**src/rtl/hazard_ctrl_unit_if.sv**
```systemverilog
// Hazard controller bundle: pipeline register addresses and enables in,
// forwarding selects and stage stall/flush controls out.
// HAZARD_PERF_CNT_EN adds the three performance counters (CNT_W bits each).
//
// Handshake note: the only handshake here is the data-memory one. The M stage
// raises mem_req while a load/store is in flight; mem_ready=1 in a cycle means
// the access completes in that cycle. mem_req=1 with mem_ready=0 holds the
// pipeline for that cycle; mem_ready is ignored when mem_req=0.
interface hazard_ctrl_unit_if #(
  parameter int REG_AW = 5
`ifdef HAZARD_PERF_CNT_EN
  , parameter int CNT_W = 32
`endif
);
  logic [REG_AW-1:0] IF_ID_rs1;
  logic [REG_AW-1:0] IF_ID_rs2;
  logic [REG_AW-1:0] ID_EX_rs1;
  logic [REG_AW-1:0] ID_EX_rs2;
  logic [REG_AW-1:0] ID_EX_rd;
  logic              ID_EX_is_load;
  logic [REG_AW-1:0] EX_MEM_rd;
  logic [REG_AW-1:0] MEM_WB_rd;
  logic              EX_MEM_regwrite_en;
  logic              MEM_WB_regwrite_en;
  logic              EX_MEM_mem_req;
  logic              mem_ready;
  logic              pcsrc_E;

  logic [1:0]        forwardAE;
  logic [1:0]        forwardBE;
  logic              stallF;
  logic              stallD;
  logic              stallE;
  logic              stallM;
  logic              flushD;
  logic              flushE;
  logic              flushW;
  logic              busy;
  logic [1:0]        state_dbg;
`ifdef HAZARD_PERF_CNT_EN
  logic [CNT_W-1:0]  perf_lu_stalls;
  logic [CNT_W-1:0]  perf_mem_stalls;
  logic [CNT_W-1:0]  perf_flushes;
`endif

  // Pipeline side: drives register/handshake info, consumes controls.
  modport master (
    output IF_ID_rs1, IF_ID_rs2, ID_EX_rs1, ID_EX_rs2, ID_EX_rd, ID_EX_is_load,
    output EX_MEM_rd, MEM_WB_rd, EX_MEM_regwrite_en, MEM_WB_regwrite_en,
    output EX_MEM_mem_req, mem_ready, pcsrc_E,
    input  forwardAE, forwardBE, stallF, stallD, stallE, stallM,
    input  flushD, flushE, flushW, busy, state_dbg
`ifdef HAZARD_PERF_CNT_EN
    , input perf_lu_stalls, perf_mem_stalls, perf_flushes
`endif
  );

  // Hazard unit side.
  modport slave (
    input  IF_ID_rs1, IF_ID_rs2, ID_EX_rs1, ID_EX_rs2, ID_EX_rd, ID_EX_is_load,
    input  EX_MEM_rd, MEM_WB_rd, EX_MEM_regwrite_en, MEM_WB_regwrite_en,
    input  EX_MEM_mem_req, mem_ready, pcsrc_E,
    output forwardAE, forwardBE, stallF, stallD, stallE, stallM,
    output flushD, flushE, flushW, busy, state_dbg
`ifdef HAZARD_PERF_CNT_EN
    , output perf_lu_stalls, perf_mem_stalls, perf_flushes
`endif
  );
endinterface

```
**src/rtl/hazard_ctrl_unit.sv**
```systemverilog
// hazard_ctrl_unit: EX operand forwarding plus all stall/flush control for the
// five-stage RV32I pipeline. Sources, highest priority first: data-memory wait,
// taken branch/jump in E, load-use dependence (held LOAD_LAT cycles).
// Optional feature macro: HAZARD_PERF_CNT_EN (saturating per-source counters).
// Reset: synchronous, active-low rst.
module hazard_ctrl_unit #(
  parameter int REG_AW   = 5,
  parameter int LOAD_LAT = 1,
  parameter int CNT_W    = 32
) (
  input  logic           clk,
  input  logic           rst,
  hazard_ctrl_unit_if.slave hz
);

  typedef enum logic [1:0] {
    RUN      = 2'd0,
    LU_HOLD  = 2'd1,
    MEM_WAIT = 2'd2
  } state_t;

  localparam logic [2:0] LU_INIT = 3'(LOAD_LAT - 1);

  // Reject out-of-range configurations at elaboration.
  if (LOAD_LAT < 1 || LOAD_LAT > 7 || CNT_W < 1) begin : g_bad_param
    $error("hazard_ctrl_unit: LOAD_LAT must be 1..7 and CNT_W >= 1");
  end

  state_t     state, next_state, eff_state;
  logic [2:0] lu_cnt, next_lu_cnt;

  logic       mem_wait, lu_hit;
  logic       lu_act, mem_act, br_act;
  logic [1:0] fwd_a, fwd_b;
  logic       m_hit_a, m_hit_b, w_hit_a, w_hit_b;

  assign mem_wait = hz.EX_MEM_mem_req & ~hz.mem_ready;
  assign lu_hit   = hz.ID_EX_is_load && (hz.ID_EX_rd != '0) &&
                    ((hz.ID_EX_rd == hz.IF_ID_rs1) || (hz.ID_EX_rd == hz.IF_ID_rs2));

  // When a memory wait ends, resume whichever state was interrupted: a saved
  // non-zero lu_cnt means a load-use hold was in progress.
  assign eff_state = (state == MEM_WAIT) ? ((lu_cnt != 3'd0) ? LU_HOLD : RUN) : state;

  // Forwarding selects: the M-stage result is younger, so it beats W.
  always_comb begin
    m_hit_a = hz.EX_MEM_regwrite_en && (hz.EX_MEM_rd != '0) && (hz.EX_MEM_rd == hz.ID_EX_rs1);
    m_hit_b = hz.EX_MEM_regwrite_en && (hz.EX_MEM_rd != '0) && (hz.EX_MEM_rd == hz.ID_EX_rs2);
    w_hit_a = hz.MEM_WB_regwrite_en && (hz.MEM_WB_rd != '0) && (hz.MEM_WB_rd == hz.ID_EX_rs1);
    w_hit_b = hz.MEM_WB_regwrite_en && (hz.MEM_WB_rd != '0) && (hz.MEM_WB_rd == hz.ID_EX_rs2);
    fwd_a   = 2'b00;
    fwd_b   = 2'b00;
    if (rst) begin
      if (m_hit_a)      fwd_a = 2'b10;
      else if (w_hit_a) fwd_a = 2'b01;
      if (m_hit_b)      fwd_b = 2'b10;
      else if (w_hit_b) fwd_b = 2'b01;
    end
  end

  assign hz.forwardAE = fwd_a;
  assign hz.forwardBE = fwd_b;

  // Stall/flush decode and next-state selection, in priority order.
  always_comb begin
    hz.stallF   = 1'b0;
    hz.stallD   = 1'b0;
    hz.stallE   = 1'b0;
    hz.stallM   = 1'b0;
    hz.flushD   = 1'b0;
    hz.flushE   = 1'b0;
    hz.flushW   = 1'b0;
    next_state  = state;
    next_lu_cnt = lu_cnt;
    lu_act      = 1'b0;
    mem_act     = 1'b0;
    br_act      = 1'b0;
    if (!rst) begin
      // Every stage register is cleared while reset is held.
      hz.flushD = 1'b1;
      hz.flushE = 1'b1;
      hz.flushW = 1'b1;
    end else if (mem_wait) begin
      // Freeze F..M and bubble W; lu_cnt is held so a hold can resume.
      hz.stallF  = 1'b1;
      hz.stallD  = 1'b1;
      hz.stallE  = 1'b1;
      hz.stallM  = 1'b1;
      hz.flushW  = 1'b1;
      mem_act    = 1'b1;
      next_state = MEM_WAIT;
    end else if (hz.pcsrc_E) begin
      // The dependent instruction is squashed, so any pending hold is dropped.
      hz.flushD   = 1'b1;
      hz.flushE   = 1'b1;
      br_act      = 1'b1;
      next_lu_cnt = 3'd0;
      next_state  = RUN;
    end else if (eff_state == LU_HOLD) begin
      hz.stallF   = 1'b1;
      hz.stallD   = 1'b1;
      hz.flushE   = 1'b1;
      lu_act      = 1'b1;
      next_lu_cnt = lu_cnt - 3'd1;
      next_state  = (lu_cnt == 3'd1) ? RUN : LU_HOLD;
    end else begin
      next_state = RUN;
      if (lu_hit) begin
        hz.stallF = 1'b1;
        hz.stallD = 1'b1;
        hz.flushE = 1'b1;
        lu_act    = 1'b1;
        if (LOAD_LAT > 1) begin
          next_lu_cnt = LU_INIT;
          next_state  = LU_HOLD;
        end
      end
    end
  end

  assign hz.busy      = rst && (state != RUN);
  assign hz.state_dbg = state;

  // State and load-use countdown registers.
  always_ff @(posedge clk) begin
    if (!rst) begin
      state  <= RUN;
      lu_cnt <= 3'd0;
    end else begin
      state  <= next_state;
      lu_cnt <= next_lu_cnt;
    end
  end

`ifdef HAZARD_PERF_CNT_EN
  logic [CNT_W-1:0] cnt_lu, cnt_mem, cnt_fl;

  // Saturating per-source cycle counters.
  always_ff @(posedge clk) begin
    if (!rst) begin
      cnt_lu  <= '0;
      cnt_mem <= '0;
      cnt_fl  <= '0;
    end else begin
      if (lu_act  && (cnt_lu  != '1)) cnt_lu  <= cnt_lu  + CNT_W'(1);
      if (mem_act && (cnt_mem != '1)) cnt_mem <= cnt_mem + CNT_W'(1);
      if (br_act  && (cnt_fl  != '1)) cnt_fl  <= cnt_fl  + CNT_W'(1);
    end
  end

  assign hz.perf_lu_stalls  = cnt_lu;
  assign hz.perf_mem_stalls = cnt_mem;
  assign hz.perf_flushes    = cnt_fl;
`endif

endmodule

```
**src/flat_wrapper.sv**
```systemverilog
// flat-port wrapper written by rule: the top's interface ports become plain ports
module hazard_ctrl_unit_flat 
#(
  parameter int REG_AW   = 5,
  parameter int LOAD_LAT = 1,
  parameter int CNT_W    = 32
)
  (clk, rst, hz_IF_ID_rs1, hz_IF_ID_rs2, hz_ID_EX_rs1, hz_ID_EX_rs2, hz_ID_EX_rd, hz_ID_EX_is_load, hz_EX_MEM_rd, hz_MEM_WB_rd, hz_EX_MEM_regwrite_en, hz_MEM_WB_regwrite_en, hz_EX_MEM_mem_req, hz_mem_ready, hz_pcsrc_E, hz_forwardAE, hz_forwardBE, hz_stallF, hz_stallD, hz_stallE, hz_stallM, hz_flushD, hz_flushE, hz_flushW, hz_busy, hz_state_dbg);
  hazard_ctrl_unit_if #(.REG_AW(REG_AW)) hz_i ();
  input  logic clk;
  input  logic rst;
  input wire logic [$bits(hz_i.IF_ID_rs1)-1:0] hz_IF_ID_rs1;
  input wire logic [$bits(hz_i.IF_ID_rs2)-1:0] hz_IF_ID_rs2;
  input wire logic [$bits(hz_i.ID_EX_rs1)-1:0] hz_ID_EX_rs1;
  input wire logic [$bits(hz_i.ID_EX_rs2)-1:0] hz_ID_EX_rs2;
  input wire logic [$bits(hz_i.ID_EX_rd)-1:0] hz_ID_EX_rd;
  input wire logic [$bits(hz_i.ID_EX_is_load)-1:0] hz_ID_EX_is_load;
  input wire logic [$bits(hz_i.EX_MEM_rd)-1:0] hz_EX_MEM_rd;
  input wire logic [$bits(hz_i.MEM_WB_rd)-1:0] hz_MEM_WB_rd;
  input wire logic [$bits(hz_i.EX_MEM_regwrite_en)-1:0] hz_EX_MEM_regwrite_en;
  input wire logic [$bits(hz_i.MEM_WB_regwrite_en)-1:0] hz_MEM_WB_regwrite_en;
  input wire logic [$bits(hz_i.EX_MEM_mem_req)-1:0] hz_EX_MEM_mem_req;
  input wire logic [$bits(hz_i.mem_ready)-1:0] hz_mem_ready;
  input wire logic [$bits(hz_i.pcsrc_E)-1:0] hz_pcsrc_E;
  output wire logic [$bits(hz_i.forwardAE)-1:0] hz_forwardAE;
  output wire logic [$bits(hz_i.forwardBE)-1:0] hz_forwardBE;
  output wire logic [$bits(hz_i.stallF)-1:0] hz_stallF;
  output wire logic [$bits(hz_i.stallD)-1:0] hz_stallD;
  output wire logic [$bits(hz_i.stallE)-1:0] hz_stallE;
  output wire logic [$bits(hz_i.stallM)-1:0] hz_stallM;
  output wire logic [$bits(hz_i.flushD)-1:0] hz_flushD;
  output wire logic [$bits(hz_i.flushE)-1:0] hz_flushE;
  output wire logic [$bits(hz_i.flushW)-1:0] hz_flushW;
  output wire logic [$bits(hz_i.busy)-1:0] hz_busy;
  output wire logic [$bits(hz_i.state_dbg)-1:0] hz_state_dbg;
  assign hz_i.IF_ID_rs1 = hz_IF_ID_rs1;
  assign hz_i.IF_ID_rs2 = hz_IF_ID_rs2;
  assign hz_i.ID_EX_rs1 = hz_ID_EX_rs1;
  assign hz_i.ID_EX_rs2 = hz_ID_EX_rs2;
  assign hz_i.ID_EX_rd = hz_ID_EX_rd;
  assign hz_i.ID_EX_is_load = hz_ID_EX_is_load;
  assign hz_i.EX_MEM_rd = hz_EX_MEM_rd;
  assign hz_i.MEM_WB_rd = hz_MEM_WB_rd;
  assign hz_i.EX_MEM_regwrite_en = hz_EX_MEM_regwrite_en;
  assign hz_i.MEM_WB_regwrite_en = hz_MEM_WB_regwrite_en;
  assign hz_i.EX_MEM_mem_req = hz_EX_MEM_mem_req;
  assign hz_i.mem_ready = hz_mem_ready;
  assign hz_i.pcsrc_E = hz_pcsrc_E;
  assign hz_forwardAE = hz_i.forwardAE;
  assign hz_forwardBE = hz_i.forwardBE;
  assign hz_stallF = hz_i.stallF;
  assign hz_stallD = hz_i.stallD;
  assign hz_stallE = hz_i.stallE;
  assign hz_stallM = hz_i.stallM;
  assign hz_flushD = hz_i.flushD;
  assign hz_flushE = hz_i.flushE;
  assign hz_flushW = hz_i.flushW;
  assign hz_busy = hz_i.busy;
  assign hz_state_dbg = hz_i.state_dbg;
  hazard_ctrl_unit #(.REG_AW(REG_AW), .LOAD_LAT(LOAD_LAT), .CNT_W(CNT_W)) u_core (.clk(clk), .rst(rst), .hz(hz_i));
endmodule
```
**config.mk**
```make
export PLATFORM = sky130hd
export DESIGN_NAME = hazard_ctrl_unit_flat
export DESIGN_NICKNAME = d
export VERILOG_FILES = /design/src/rtl/hazard_ctrl_unit_if.sv /design/src/rtl/hazard_ctrl_unit.sv /design/src/flat_wrapper.sv
export SDC_FILE = /design/constraint.sdc
export NUM_CORES = 1
export LEC_CHECK = 0
export ABC_CLOCK_PERIOD_IN_PS = 2700
export CORE_MARGIN = 2
export CORE_UTILIZATION = 36
export CTS_CLUSTER_DIAMETER = 80
export DETAILED_ROUTE_END_ITERATION = 8
export HOLD_SLACK_MARGIN = 0.1
export PLACE_DENSITY = 0.86
export SETUP_SLACK_MARGIN = 0.3
export SYNTH_ARGS = -nofsm -noshare
export SYNTH_HDL_FRONTEND = slang
export SYNTH_SLANG_ARGS = --single-unit
```
**constraint.sdc**
```tcl
create_clock -name clk -period 2.7 [get_ports clk]
set_clock_uncertainty 0.05 [all_clocks]
set_input_delay 0.405 -clock clk [delete_from_list [all_inputs] [get_ports clk]]
set_output_delay 0.405 -clock clk [all_outputs]
set_load 0.03 [all_outputs]
```
==> impl_metrics.tcl <==
set metrics [dict create \
    status "completed" \
    die_h_microns 49.1 \
    grt_pass1_vias 941 \
    ios 57 \
    utilization_pct 76.5 \
    ys_seq_elements 5 \
    portBuffers 56 \
    crit_fanout 3 \
    slew_headroom_pct 61.2 \
    hp-start "u_core.lu_cnt[0]$_SDFFE_PN0P_" \
    drt-total-wl_microns 2450 \
    drv_cap 0 \
    dp_hpwl_microns 2000 \
    gr-usage-all-layers_pct 20.7 \
    cts.sinks 5 \
    grt_first_pass_wirelength_microns 3870 \
    hold_end "u_core.lu_cnt[0]$_SDFFE_PN0P_" \
    antenna_found_initial 0 \
    peakVddDrop_mv 0.204 \
    final_hold_viol_count 0 \
    final_nets 206 \
    reg2reg_depth 7 \
    grt_max_degree 7 \
    syn-cell-area_sq_um 731 \
    dr.max_layer_used "met4" \
    synthTopCellsByArea "xor2_1 (29%), dfxtp_1 (14%), xnor2_1 (7.2%)" \
    drt_iter0_drc 6 \
    r2r-end "u_core.lu_cnt[2]$_SDFFE_PN0P_" \
    r2r_start "u_core.lu_cnt[0]$_SDFFE_PN0P_" \
    synth_top_area_share_pct 28.8 \
    drt_pass1_iterations 6 \
    fp-row-count 16 \
    syn-instance-count 91 \
    drive_gt1_share_pct 25.2 \
    crit_arrival_ns 1.92 \
    clock.fmax_mhz 421 \
    fin_tns_setup_ns 0 \
    fin_crit_sh_pct 88.0 \
    power_density_nw_per_um2 238 \
    wl_met3_microns 140 \
    overflow 0 \
    coreArea_sq_um 1940 \
    htreeDepth 1 \
    rsz0062_at_grt "yes" \
    placed_cell_area_sq_um 1370 \
    dr_wl_met2_microns 1380 \
    fin_crit_ns 2.38 \
    worst_hold_slack_ns 0.438 \
    clk_pin_slew_ns 0.05 \
    drt-wirelength-per-cell_microns 13.2 \
    vias_per_cell 4.93 \
    leakagePower_nw 0.662 \
    synthDistinctLibCells 28 \
    synth.avg_cell_area_sq_um 8.03 \
    r2r_slack_ns 0.98 \
    dr_total_vias 917 \
    wl_met1_microns 905 \
    antennaDiodeCount 0 \
    ys_seq_area_share_pct 13.7 \
    design_area_sq_um 1490 \
    start_kind "primary input" \
    crit_path_end_kind "output port" \
    clock_latency_ns 0.26 \
    maxSlewViolCount 0 \
    syn_to_final_growth_pct 103 \
    floorplan.die.width_microns 49.1 \
    hold_path_depth 2 \
    clockBufferDepth 2 \
    drc 0 \
    ys_warn_count 0 \
    syn-num-nets 137 \
    hold_class "flip-flop to flip-flop" \
    cts-root-buf "clkbuf_4" \
    finalSetupViolations 0 \
    cts_buffers 3 \
    dieArea_sq_um 2410 \
    critical_path_required_ns 2.25 \
    tightest_slew_ns 0.578 \
    path_class "primary input to output port" \
    ant_nets 0 \
    place.gp.congestion 0.798 \
    synth_area_leader_cell "xor2_1" \
    start_util_pct 37.6 \
    cts_tree "done" \
]
## cells in the mapped netlist
cell / n
inv_1: 5
nor4_1: 2
or4_1: 5
o311ai_0: 2
ha_1: 3
nor3b_1: 1
a22oi_1: 1
nor2b_1: 2
o2bb2ai_1: 2
dfxtp_1: 5
nor3_1: 2
buf_2: 1
xnor2_1: 6
and2_1: 2
and2_2: 2
xor2_1: 24
a21oi_1: 1
o31ai_1: 2
o21ai_2: 1
nor4_2: 2
a211oi_1: 1
nor2_1: 6
nand2_1: 4
buf_4: 2
o21ai_0: 1
nand2b_1: 2
o211ai_1: 2
nand3_1: 2
## cell families after synthesis
family | synth area share, %
AND/OR/NAND/NOR | 26.4
buffers and inverters | 5.31
XOR/XNOR | 36.0
AO/OA/AOI/OAI | 13.5
adder cells (fa/ha/maj) | 5.14
flip-flops | 13.7
## metrics by stage
step / total power, W / worst slack (ns) / cells
floorplan: 0.000143 / 0.427 / 91
global placement: 0.000245 / -0.137 / 181
detailed placement: 0.000250 / -0.161 / 181
CTS: 0.000341 / 0.314 / 185
global route: 0.000374 / 0.202 / 186
finish: 0.000353 / 0.324 / 186
## state kept, by name, indices dropped and copies added (netlist names)
name,count
u_core.hz.state_dbg,2
u_core.lu_cnt,3
## timing repair
item | in CTS | in global routing
endpoints found under the setup margin | 10 | 9
pin swaps | 6 | 7
hold buffers | 0 | 0
buffers inserted | 0 | 1
gates resized for setup | 29 | 23
## power by group
group          leakage, nW  switching, W  internal [W]  total [W]
clock               0.0150     0.0000374     0.0000563  0.0000937
combinational        0.606     0.0000866     0.0000973   0.000184
sequential          0.0404   0.000000544     0.0000746  0.0000752
total                0.662      0.000125      0.000228   0.000353
## worst max path at each step
| stage | from | end | slack (ns) | cells past startpoint |
|---|---|---|---|---|
| after floorplan | hz_EX_MEM_rd[0] | hz_forwardAE[0] | 0.43 | 4 |
| after global placement | hz_EX_MEM_rd[0] | hz_forwardBE[1] | -0.14 | 6 |
| after detailed placement | hz_EX_MEM_rd[0] | hz_forwardBE[1] | -0.16 | 6 |
| after CTS | hz_ID_EX_rd[1] | hz_flushE | 0.31 | 5 |
| after global routing | u_core.lu_cnt[1]$_SDFFE_PN0P_ | hz_flushE | 0.20 | 7 |
| final | hz_EX_MEM_rd[4] | hz_forwardBE[0] | 0.32 | 7 |
## worst max-delay path: stages
cell and delay, ns:
clkdlybuf4s15_1 0.22, or4_4 0.45, o21ai_4 0.17, nor4_4 0.05, buf_4 0.15, nor4_4 0.30
buf_6 0.17
## per-layer routing
metal | global-route usage (%) | up-vias
met3 | 3.99 | 4
met1 | 19.9 | 413
met4 | 5.71 | 0
met5 | 0 | -
li1 | - | 455
met2 | 43.4 | 45
## cell usage in the layout (no fill, tap or decap), types with 2 or more instances in the layout
cell and instances:
clkdlybuf4s50_1 28, nor2_1 6, and2_1 2, nor4_4 4
clkbuf_2 3, nand2b_1 2, nor3_2 2, or4_1 2
clkbuf_4 3, dlymetal6s2s_1 7, o2bb2ai_1 2, buf_4 16
ha_1 3, xnor2_1 6, dfxtp_1 5, nand2_1 4
nor2b_1 2, o211ai_1 2, clkdlybuf4s15_1 3, dlygate4sd2_1 8
nand3_1 2, inv_1 5, xor2_1 24, or4_4 3
and2_2 2
## final cells by class
type                    instances  area [sq um]
multi-input cells              78           687
repair buffers                 67           619
inverters                       5          18.8
well taps                      27          33.8
clock buffers                   4          26.3
fillers                       144           457
flip-flops and latches          5           100
(Power assumes the default switching activity.)
